===== src/rtl/jp_pkg.sv =====
// Shared definitions for the joypad responder: FSM states, button bit positions
// and frame constants.
package jp_pkg;

   typedef enum logic [1:0] {
      IDLE,
      LOAD,
      SHIFT,
      EMPTY
   } jp_state_e;

   localparam int unsigned BTN_A      = 0;
   localparam int unsigned BTN_B      = 1;
   localparam int unsigned BTN_SELECT = 2;
   localparam int unsigned BTN_START  = 3;
   localparam int unsigned BTN_UP     = 4;
   localparam int unsigned BTN_DOWN   = 5;
   localparam int unsigned BTN_LEFT   = 6;
   localparam int unsigned BTN_RIGHT  = 7;

   localparam int unsigned BITS_PER_FRAME = 8;
   localparam logic        SHIFT_FILL     = 1'b1;

endpackage


===== src/rtl/jp_sync.sv =====
// Multi-flop synchronizer for one asynchronous input with a configurable
// depth and reset value.
module jp_sync #(
   parameter int unsigned STAGES  = 2,
   parameter logic        RST_VAL = 1'b0
) (
   input  logic clk_i,
   input  logic rst_i,
   input  logic d_i,
   output logic q_o
);

   logic [STAGES-1:0] sync_q;

   always_ff @(posedge clk_i or posedge rst_i) begin
      if (rst_i) begin
         sync_q <= {STAGES{RST_VAL}};
      end else begin
         sync_q <= {sync_q[STAGES-2:0], d_i};
      end
   end

   assign q_o = sync_q[STAGES-1];

endmodule


===== src/rtl/jp_responder.sv =====
// Joypad responder: latches buttons on the connector latch and shifts them out
// on the connector clock. Optional A/B turbo is enabled by defining JP_TURBO_EN.
module jp_responder
   import jp_pkg::*;
#(
   parameter int unsigned SYNC_STAGES = 2,
   parameter int unsigned TURBO_DIV   = 4
) (
   input  logic       clk_in,
   input  logic       rst_in,
   input  logic [7:0] buttons_in,
   input  logic       jp_latch_in,
   input  logic       jp_clk_in,
   output logic       jp_data_out,
   output logic       frame_out,
   output logic [3:0] bit_cnt_out
);

   logic                      latch_s, clk_s;
   logic                      latch_prev_q, clk_prev_q;
   logic                      latch_fall, clk_rise;
   jp_state_e                 state_q, state_d;
   logic [BITS_PER_FRAME-1:0] shift_q, shift_d, load_val;
   logic [3:0]                cnt_q, cnt_d;
   logic                      data_q, data_d;
   logic                      frame_q, frame_d;

   if (SYNC_STAGES < 2 || SYNC_STAGES > 4) begin : g_bad_sync
      $error("jp_responder: SYNC_STAGES must be in 2..4");
   end
   if (TURBO_DIV < 1 || TURBO_DIV > 15) begin : g_bad_turbo
      $error("jp_responder: TURBO_DIV must be in 1..15");
   end

   jp_sync #(.STAGES(SYNC_STAGES), .RST_VAL(1'b0)) u_sync_latch (
      .clk_i (clk_in),
      .rst_i (rst_in),
      .d_i   (jp_latch_in),
      .q_o   (latch_s)
   );

   jp_sync #(.STAGES(SYNC_STAGES), .RST_VAL(1'b1)) u_sync_clk (
      .clk_i (clk_in),
      .rst_i (rst_in),
      .d_i   (jp_clk_in),
      .q_o   (clk_s)
   );

   assign latch_fall = latch_prev_q & ~latch_s;
   assign clk_rise   = clk_s & ~clk_prev_q;

`ifdef JP_TURBO_EN
   logic [3:0] turbo_cnt_q, turbo_cnt_d;
   logic       turbo_phase_q, turbo_phase_d;

   always_comb begin
      turbo_cnt_d   = turbo_cnt_q;
      turbo_phase_d = turbo_phase_q;
      if (latch_fall) begin
         if (turbo_cnt_q == 4'(TURBO_DIV - 1)) begin
            turbo_cnt_d   = '0;
            turbo_phase_d = ~turbo_phase_q;
         end else begin
            turbo_cnt_d = turbo_cnt_q + 4'd1;
         end
      end
   end

   always_ff @(posedge clk_in or posedge rst_in) begin
      if (rst_in) begin
         turbo_cnt_q   <= '0;
         turbo_phase_q <= 1'b0;
      end else begin
         turbo_cnt_q   <= turbo_cnt_d;
         turbo_phase_q <= turbo_phase_d;
      end
   end

   always_comb begin
      load_val        = buttons_in;
      load_val[BTN_A] = buttons_in[BTN_A] & turbo_phase_q;
      load_val[BTN_B] = buttons_in[BTN_B] & turbo_phase_q;
   end
`else
   assign load_val = buttons_in;
`endif

   // Latch level outranks everything, so a clock edge seen together with it never shifts.
   always_comb begin
      state_d = state_q;
      shift_d = shift_q;
      cnt_d   = cnt_q;
      frame_d = 1'b0;
      if (latch_s) begin
         state_d = LOAD;
         shift_d = load_val;
      end else if (latch_fall) begin
         state_d = SHIFT;
         cnt_d   = '0;
         frame_d = 1'b1;
      end else begin
         case (state_q)
            SHIFT: begin
               if (clk_rise) begin
                  shift_d = {SHIFT_FILL, shift_q[BITS_PER_FRAME-1:1]};
                  cnt_d   = cnt_q + 4'd1;
                  if (cnt_q == 4'(BITS_PER_FRAME - 1)) begin
                     state_d = EMPTY;
                  end
               end
            end
            LOAD:    state_d = IDLE;
            default: ;
         endcase
      end
      data_d = (state_q == EMPTY) ? 1'b0 : ~shift_q[0];
   end

   always_ff @(posedge clk_in or posedge rst_in) begin
      if (rst_in) begin
         latch_prev_q <= 1'b0;
         clk_prev_q   <= 1'b1;
         state_q      <= IDLE;
         shift_q      <= '0;
         cnt_q        <= '0;
         data_q       <= 1'b1;
         frame_q      <= 1'b0;
      end else begin
         latch_prev_q <= latch_s;
         clk_prev_q   <= clk_s;
         state_q      <= state_d;
         shift_q      <= shift_d;
         cnt_q        <= cnt_d;
         data_q       <= data_d;
         frame_q      <= frame_d;
      end
   end

   assign jp_data_out = data_q;
   assign frame_out   = frame_q;
   assign bit_cnt_out = cnt_q;

endmodule


===== config.mk =====
export PLATFORM = sky130hd
export DESIGN_NAME = jp_responder
export DESIGN_NICKNAME = d
export VERILOG_FILES = /design/src/rtl/jp_pkg.sv /design/src/rtl/jp_sync.sv /design/src/rtl/jp_responder.sv
export SDC_FILE = /design/constraint.sdc
export NUM_CORES = 1
export LEC_CHECK = 0
export ABC_AREA = 1
export CORE_UTILIZATION = 46
export DETAILED_ROUTE_END_ITERATION = 8
export GPL_TIMING_DRIVEN = 1
export PLACE_DENSITY = 0.7
export SLEW_MARGIN = 20
export SYNTH_ARGS = -nofsm -noshare
export SYNTH_HDL_FRONTEND = slang
export SYNTH_SLANG_ARGS = --single-unit

===== constraint.sdc =====
create_clock -name clk_in -period 1.3 [get_ports clk_in]
set_clock_uncertainty 0.05 [all_clocks]
set_input_delay 0.195 -clock clk_in [delete_from_list [all_inputs] [get_ports clk_in]]
set_output_delay 0.195 -clock clk_in [all_outputs]
set_load 0.05 [all_outputs]

# --- After elaboration in Yosys (flattened, before gate mapping) ---
# Cells that the tools add are included.
word_totals:
  regBits: 22
  out_inout_bits: 6
op_classes:
  n_addsub: 1
  eq_ne: 7
  muxes: 15
  n_bitwise: 5
  n_reduce_logical: 8
op_table:
  columns: ["cell", "count"]
  rows:
  - ["$mux W8", 4]
  - ["$mux W4", 3]
  - ["$reduce_and A3 Y1", 3]
  - ["$mux W2", 4]
  - ["$ne A4 B3 Y1 const B", 2]
  - ["$reduce_bool A2 Y1", 4]
  - ["$add A4 B1 Y4 const B", 1]
  - ["$eq A2 B2 Y1 const B", 2]
  - ["$eq A4 B3 Y1 const B", 1]
  - ["$pmux W2 S2", 1]
  - ["$reduce_bool A4 Y1", 1]
  - ["$mux W1", 3]
  - ["$not A1 Y1", 3]
  - ["$and A1 B1 Y1", 2]
  - ["$eq A2 B1 Y1 const B", 1]
  - ["$ne A2 B1 Y1 const B", 1]

# --- Longest topological paths before layout ---
# Gate-level depths: netlist of run 1.
depth:
  depth_word: 6
  ltp_mapped: 8
  ltp_nobuf: 7

# --- Modules after synthesis ---
# A second synthesis of run 1 with hierarchy kept.
hier_totals:
  cells_unflattened: 122
  hier_area_um2: 1117.3
modules_own_cells:
  columns: ["mod", "n_inst", "cells_each", "area_each_um2"]
  rows:
  - ["jp_responder", 1, 116, 1007.2]
  - ["jp_sync at u_sync_clk", 1, 3, 56.3]
  - ["jp_sync at u_sync_latch", 1, 3, 53.8]

# --- Worst setup path before layout of run 1 ---
# No wires, ideal clock.
synth_timing:
  path_type: "register to register"
  start: "register cnt_q[0] (netlist: bit_cnt_out[0])"
  end: "register cnt_q[2] (netlist: bit_cnt_out[2])"
  setup_time_ns: 0.127
  arrival_ns: 1.188
  path_slack_ns: -0.065
  path_stages_with_launch: 5
  path_buffers: 0
  synth_period_minus_slack_ns: 1.365
  cell_sequence: "dfrtp_1 -> ha_1 -> xor2_1 -> nand3_1 -> o21ai_0"
synth_between:
  elab_chain_len: 4
synth_rtl:
  columns: ["element", "line_no", "text"]
  rows:
  - ["start, declared", "jp_responder.sv:24", "logic [3:0] cnt_q, cnt_d;"]
  - ["start signal, assigned", "jp_responder.sv:133", "cnt_q <= cnt_d;"]
  - ["$add A4 B1 Y4", "jp_responder.sv:106", "cnt_d = cnt_q + 4'd1;"]
  - ["$mux W4", "jp_responder.sv:104", "if (clk_rise) begin"]
  - ["$mux W4", "jp_responder.sv:102", "case (state_q)"]
  - ["$mux W4", "jp_responder.sv:97", "end else if (latch_fall) begin"]
# No other way between the ends. The select of a mux whose other input is x is not followed.
# A chain may end at the register's enable or synchronous reset.

# --- Worst setup path after layout of run 1 ---
layout_timing:
  start: "register u_sync_clk.sync_q[1]"
  end: "register shift_q[3]"
layout_between:
  elab_chain_len: 3
layout_rtl:
  columns: ["element", "line_no", "text"]
  rows:
  - ["start, declared", "jp_sync.sv:13", "logic [STAGES-1:0] sync_q;"]
  - ["start signal, assigned", "jp_sync.sv:17", "sync_q <= {STAGES{RST_VAL}};"]
  - ["start signal, assigned", "jp_sync.sv:19", "sync_q <= {sync_q[STAGES-2:0], d_i};"]
  - ["$and A1 B1 Y1", "jp_responder.sv:50", "assign clk_rise = clk_s & ~clk_prev_q;"]
  - ["$reduce_bool A2 Y1 (no source line)", null, null]
  - ["$reduce_and A3 Y1 (no source line)", null, null]
  - ["end signal, assigned", "jp_responder.sv:132", "shift_q <= shift_d;"]
  - ["end, declared", "jp_responder.sv:23", "logic [BITS_PER_FRAME-1:0] shift_q, shift_d, load_val;"]
# No other way between the ends.

==> results of run 1 <==
==> cell usage after synthesis <==
| cell | n | area share (%) |
|---|---|---|
| o21bai_1 | 1 | 0.72 |
| nand2_1 | 22 | 7.9 |
| o21ai_0 | 9 | 4.3 |
| ha_1 | 1 | 1.2 |
| inv_1 | 14 | 5.0 |
| nand4_1 | 5 | 3.0 |
| a31oi_1 | 1 | 0.60 |
| buf_6 | 1 | 1.1 |
| nand2_2 | 5 | 3.0 |
| nand2_4 | 1 | 1.1 |
| inv_2 | 4 | 1.4 |
| dfstp_2 | 4 | 10 |
| o21ai_2 | 6 | 5.0 |
| o211a_1 | 1 | 0.96 |
| buf_2 | 1 | 0.48 |
| nand3_2 | 1 | 0.96 |
| buf_12 | 1 | 1.9 |
| nand3_1 | 8 | 3.8 |
| dfrtp_1 | 18 | 43 |
| nor2_1 | 4 | 1.4 |
| a21oi_1 | 1 | 0.48 |
| nor2_2 | 3 | 1.8 |
| xor2_1 | 1 | 0.84 |
==> through the flow <==
step	std cells	hold slack [ns]	worst slack, ns
final	164	0.1450	-0.01507
after global routing	164	0.1560	-0.06619
after floorplan	113	0.1311	0.04291
after global placement	159	0.2903	-0.01846
after detailed placement	159	0.2935	-0.06260
after CTS	164	0.1432	-0.01045
==> path summary, 6_finish.rpt <==
check,to,cells after the start,slack (ns)
hold reg to reg,u_sync_clk.sync_q[1],0,0.30
max in group asynchronous,clk_prev_q,3,0.83
setup / recovery,shift_q[3],6,-0.02
hold / removal,shift_q[1],3,0.14
setup reg to reg,shift_q[3],6,-0.02
min in group clk_in,u_sync_clk.sync_q[0],1,0.25
==> timing repair <==
| item | CTS | global route |
|---|---|---|
| cloned | 1 | 0 |
| pin swaps | 7 | 3 |
| resized for setup | 14 | 6 |
| setup buffers | 0 | 0 |
| endpoints found under the setup margin | 11 | 12 |
==> layout make-up <==
type | count | area, sq um | share of cell area [%]
Sequential cell | 22 | 558.0 | 38.55
Multi-Input combinational cell | 71 | 467.9 | 32.32
Timing Repair Buffer | 22 | 284.0 | 19.62
Inverter | 18 | 67.56 | 4.667
Clock buffer | 4 | 36.28 | 2.506
Tap cell | 27 | 33.78 | 2.334
==> cell families (layout without fill, tap and decap cells) <==
logic type               Yosys count  count (layout)  synth area share [%]
adder cells (fa/ha/maj)            1               1                 1.195
AO/OA/AOI/OAI                     19              19                 12.07
XOR/XNOR                           1               1                0.8365
flip-flops                        22              22                 53.05
AND/OR/NAND/NOR                   49              50                 22.94
buffers and inverters             21              44                 9.915
==> per-layer routing <==
layer	vias up	share of wire (%)	routed length [um]
met4	0	0.49	10
met3	2	3.8	77
met2	26	53	1083
met5	-	0	0
li1	416	-	-
met1	410	43	877
==> flip-flops by register name, indices dropped and copies added (netlist names), 2 cells and up <==
name,count
u_sync_latch.sync_q,2
u_sync_clk.sync_q,2
state_q,2
shift_q,8
bit_cnt_out,4
==> report_power, final <==
part / switching (mW) / leakage, nW / internal, mW
logic: 0.194 / 0.397 / 0.151
clock network: 0.191 / 0.0210 / 0.171
registers: 0.0433 / 0.264 / 0.753
==> tightest hold or removal path, cell delays in order <==
cell and delay (ns):
clkdlybuf4s50_1 0.39, inv_1 0.09, buf_12 0.17
==> reports/results.txt, run 1 <==
Hold buffers post-CTS: 0
Cell family with most CP delay: flip-flops
Total power draw: 1.504 mW
Met3 Track Usage GR: 4.938%
Final Net Count: 151
Initial antenna violation count: 0
Endpoint type of the worst setup path: register
Max IR drop VDD: 0.7115 mV
Minimum clock period after layout: 1.315 ns
Max stage delay on crit path: 0.57 ns
Worst Max-Slew Pin Slew: 0.3684 ns
Worst Path Buf+Inv: 1
H-Tree Level Count: 1
Most used routing layer: met2
Critical R2R Launch: u_sync_clk.sync_q[1]
Die H: 49.72 um
WL per Instance: 12.49 um
CTS max path bufs: 2
GRT Util Overall: 18.82%
Worst Path Required: 1.49 ns
Routability Congestion: 0.8245
CTS Buf Count: 3
Critical-path cell list: inv_2 > nor2_4 > nand3_4 > nand2_8 > nand2_4 > o21ai_2
Setup_tns: -0.04490 ns
Crit path kind: reg2reg
Starting DRT DRC Count: 13
GR Util met2: 32.66%
DP Area: 1328 sq um
Vias in the first global route: 871
Clock Latency Late Sink: 0.30 ns
Syn Std Cell Area: 1047 sq um
Synth warn: 0
Setup violators final: 6
Core Area: 2042 sq um
Root Buffer: clkbuf_4
FF+latch count, synth: 22
Met1 GRT Util: 22.60%
Final-report max-slew violation count: 0
Final Cell Area: 1448 sq um
Hold WC Path Type: in2async
Total iterations of the first detailed-routing run: 6
Most common cell after layout, fill and taps aside: nand2_1
Mapped Cells: 113
Post-route antenna net violation count: 0
Status: complete, but fails checks
Leak: 0.6817 nW
Worst-path clk slew: 0.12 ns
Synth unique cells: 23
Port buffer count: 17
Routed vias/inst: 5.207
Die outline area: 2472 sq um
Post-DP HPWL: 1.399 mm
Ports: 18
First-pass GRT wire length: 3.581 mm
Total detailed-routing wirelength: 2.048 mm
Cell Pwr Density: 1039 nW/um^2
Critical Path Start Type: register
Via count: 854
Die Width: 49.72 um
Gr ovfl total: 0
Rows: 16
Initial Util: 51.29%
Failing checks: setup timing
ANT cells: 0
Share of cells above drive strength 1: 36.50%
Final core occ: 70.89%
Post-synthesis net count: 126
Most frequent cells in the layout: nand2_1, dfrtp_1, inv_1, clkdlybuf4s50_1
Final Hold Fails: 0
Arr. time, crit path: 1.50 ns
Unrepaired setup endpoints after global routing: true
Max-cap violations: 0
Max-slew headroom: 75.18%
Syn_area_per_cell: 9.268 sq um
CTS sink count: 22
Residual DRC: 0
Fmax: 760.4 MHz
Worst-path maximum fanout: 7
CP max stage cell: dfstp_2
Largest net degree at the start of global routing: 23
Crit. Startpoint: u_sync_clk.sync_q[1]
Final WS setup: -0.01507 ns
Crit share post-route: 101.2%
# fillers: 158
CTS tree: built
Post-synthesis sequential area ratio: 53.05%
Synth-to-layout area growth: 38.23%
No activity file was read; power rests on OpenSTA's default activity.
==> inputs of run 2 (changes only) <==
SKIP_LAST_GASP = 1   (was default)
==> results of run 2 <==
Final layout, timing and power as in run 1 (identical DEF).
==> inputs of run 3 (changes only) <==
REMOVE_ABC_BUFFERS = 1   (was default)
==> reports/results.txt, run 3 (synthesized netlist as in run 1, its figures left out) <==
Status: complete, but fails checks
Failing checks: setup timing
GRT Util Overall: 17.77%
Arr. time, crit path: 1.48 ns
Fmax: 768.9 MHz
Most used routing layer: met2
Hold buffers post-CTS: 0
Ports: 18
ANT cells: 0
Worst Max-Slew Pin Slew: 0.2460 ns
Largest register FFs: 8
Unrepaired setup endpoints after global routing: true
Max-slew headroom: 83.58%
Dpl cells: 159
Cell family with most CP delay: flip-flops
Final Net Count: 152
Hold WC Path Type: in2async
Most frequent cells in the layout: nand2_1, dfrtp_1, inv_1, clkdlybuf4s50_1
Psw: 432.1 uW
Root Buffer: clkbuf_4
Setup_tns: -0.0005908 ns
H-Tree Level Count: 1
Largest net degree at the start of global routing: 23
Final WS setup: -0.0005908 ns
Worst-path clk slew: 0.13 ns
Crit path kind: reg2reg
Residual DRC: 0
Leak: 0.6709 nW
Critical R2R Launch: u_sync_clk.sync_q[1]
Share of cells above drive strength 1: 31.88%
Vias in the first global route: 812
CTS tree: built
Port buffer count: 17
GR Util met2: 31.31%
Hold Slack: 0.1242 ns
WP depth: 7
Gr ovfl total: 0
Gate power share: 19.5%
Final Non-Filler Cells: 165
DP Area: 1325 sq um
Cell Pwr Density: 1147 nW/um^2
Most common cell after layout, fill and taps aside: nand2_1
Met3 Track Usage GR: 5.556%
Worst flop-to-flop path endpoint: bit_cnt_out[3]
Crit. Startpoint: u_sync_clk.sync_q[1]
Total power draw: 1.639 mW
Worst Path Required: 1.47 ns
Max IR drop VDD: 0.9845 mV
Worst Path Buf+Inv: 2
Post-DP HPWL: 1.359 mm
Critical-path cell list: inv_2 > nor2_4 > inv_2 > nor2_4 > nor2_2 > nand2_1 > nand2_1
Initial antenna violation count: 0
Synth-to-layout area growth: 36.44%
Die H: 49.72 um
Worst-path maximum fanout: 5
Total iterations of the first detailed-routing run: 4
Setup violators final: 1
Internal: 1.207 mW
Final Cell Area: 1429 sq um
Routed vias/inst: 4.958
Rows: 16
CTS max path bufs: 2
Final Hold Fails: 0
Biggest register: shift_q
Crit share post-route: 100.0%
Max-cap violations: 0
Endpoint type of the worst setup path: register
CTS sink count: 22
Initial Util: 51.29%
Clock Latency Late Sink: 0.32 ns
CP max stage cell: dfstp_2
Met1 GRT Util: 20.84%
Die Width: 49.72 um
Post-route antenna net violation count: 0
Clock power share: 32.1%
First-pass GRT wire length: 3.312 mm
Via count: 818
Sw Ratio: 26.37%
Routability Congestion: 0.8068
Core Area: 2042 sq um
Final-report max-slew violation count: 0
Minimum clock period after layout: 1.301 ns
Crit path capture: bit_cnt_out[3]
Max stage delay on crit path: 0.56 ns
Total detailed-routing wirelength: 1.952 mm
Starting DRT DRC Count: 19
Flop pwr share: 48.4%
Worst R2R Setup Slack: -0.0006 ns
Die outline area: 2472 sq um
CTS Buf Count: 3
Critical Path Start Type: register
R2R depth: 7
WL per Instance: 11.83 um
==> run 3: cell types whose count changed in the layout (fill, tap and decap cells not counted), sizes merged <==
cell	before	now
buf	11	13
nand2	29	28
clkbuf	4	3
bufinv	0	1
==> run 3: layout make-up <==
cell class | instances | area [sq um]
inverters | 18 | 67.56
clock inverters | 1 | 30.03
well taps | 27 | 33.78
multi-input cells | 70 | 416.7
clock buffers | 3 | 22.52
repair buffers | 24 | 302.8
flip-flops and latches | 22 | 555.5
fillers | 166 | 613.1
==> run 3: metrics by stage <==
step                worst slack (ns)  utilization [%]
floorplan                   -0.06548                -
global placement            0.003497            64.89
detailed placement          -0.05251            64.89
CTS                        -0.007561            68.38
global route                -0.06072            69.98
finish                    -0.0005908            69.98
==> run 3: power by group through the flow <==
stage / logic [mW] / registers (mW) / clock network [mW]
after global routing: 0.348 / 0.799 / 0.563
after detailed placement: 0.307 / 0.805 / 0
after global placement: 0.297 / 0.802 / 0
after floorplan: 0.148 / 0.832 / 0
after CTS: 0.314 / 0.793 / 0.545
final: 0.319 / 0.792 / 0.527
==> run 3: how the worst min path moves through the flow <==
stage | from | endpoint | slack [ns] | cells after the start
floorplan | rst_in | bit_cnt_out[0] | 0.13 | 1
global placement | u_sync_latch.sync_q[0] | u_sync_latch.sync_q[1] | 0.28 | 0
detailed placement | u_sync_clk.sync_q[0] | u_sync_clk.sync_q[1] | 0.30 | 0
CTS | rst_in | bit_cnt_out[0] | 0.11 | 3
global route | rst_in | bit_cnt_out[0] | 0.15 | 3
finish | rst_in | bit_cnt_out[0] | 0.12 | 3
==> run 3: layer usage <==
metal  part of all wire [%]  wire, um
met5                      0         0
met4                   0.41         8
met3                    3.4        67
met2                     51      1003
met1                     45       873
==> run 3: worst register-to-register path: stages, from the launching register on <==
cell and delay (ns):
dfstp_2 0.56, inv_2 0.04, nor2_4 0.16, inv_2 0.06
nor2_4 0.15, nor2_2 0.06, nand2_1 0.07, nand2_1 0.06
==> run 3: repair_timing <==
action | in CTS | in global routing
setup buffers | 0 | 2
gates resized for setup | 3 | 7
setup endpoints to repair | 12 | 13
pin swaps | 1 | 0
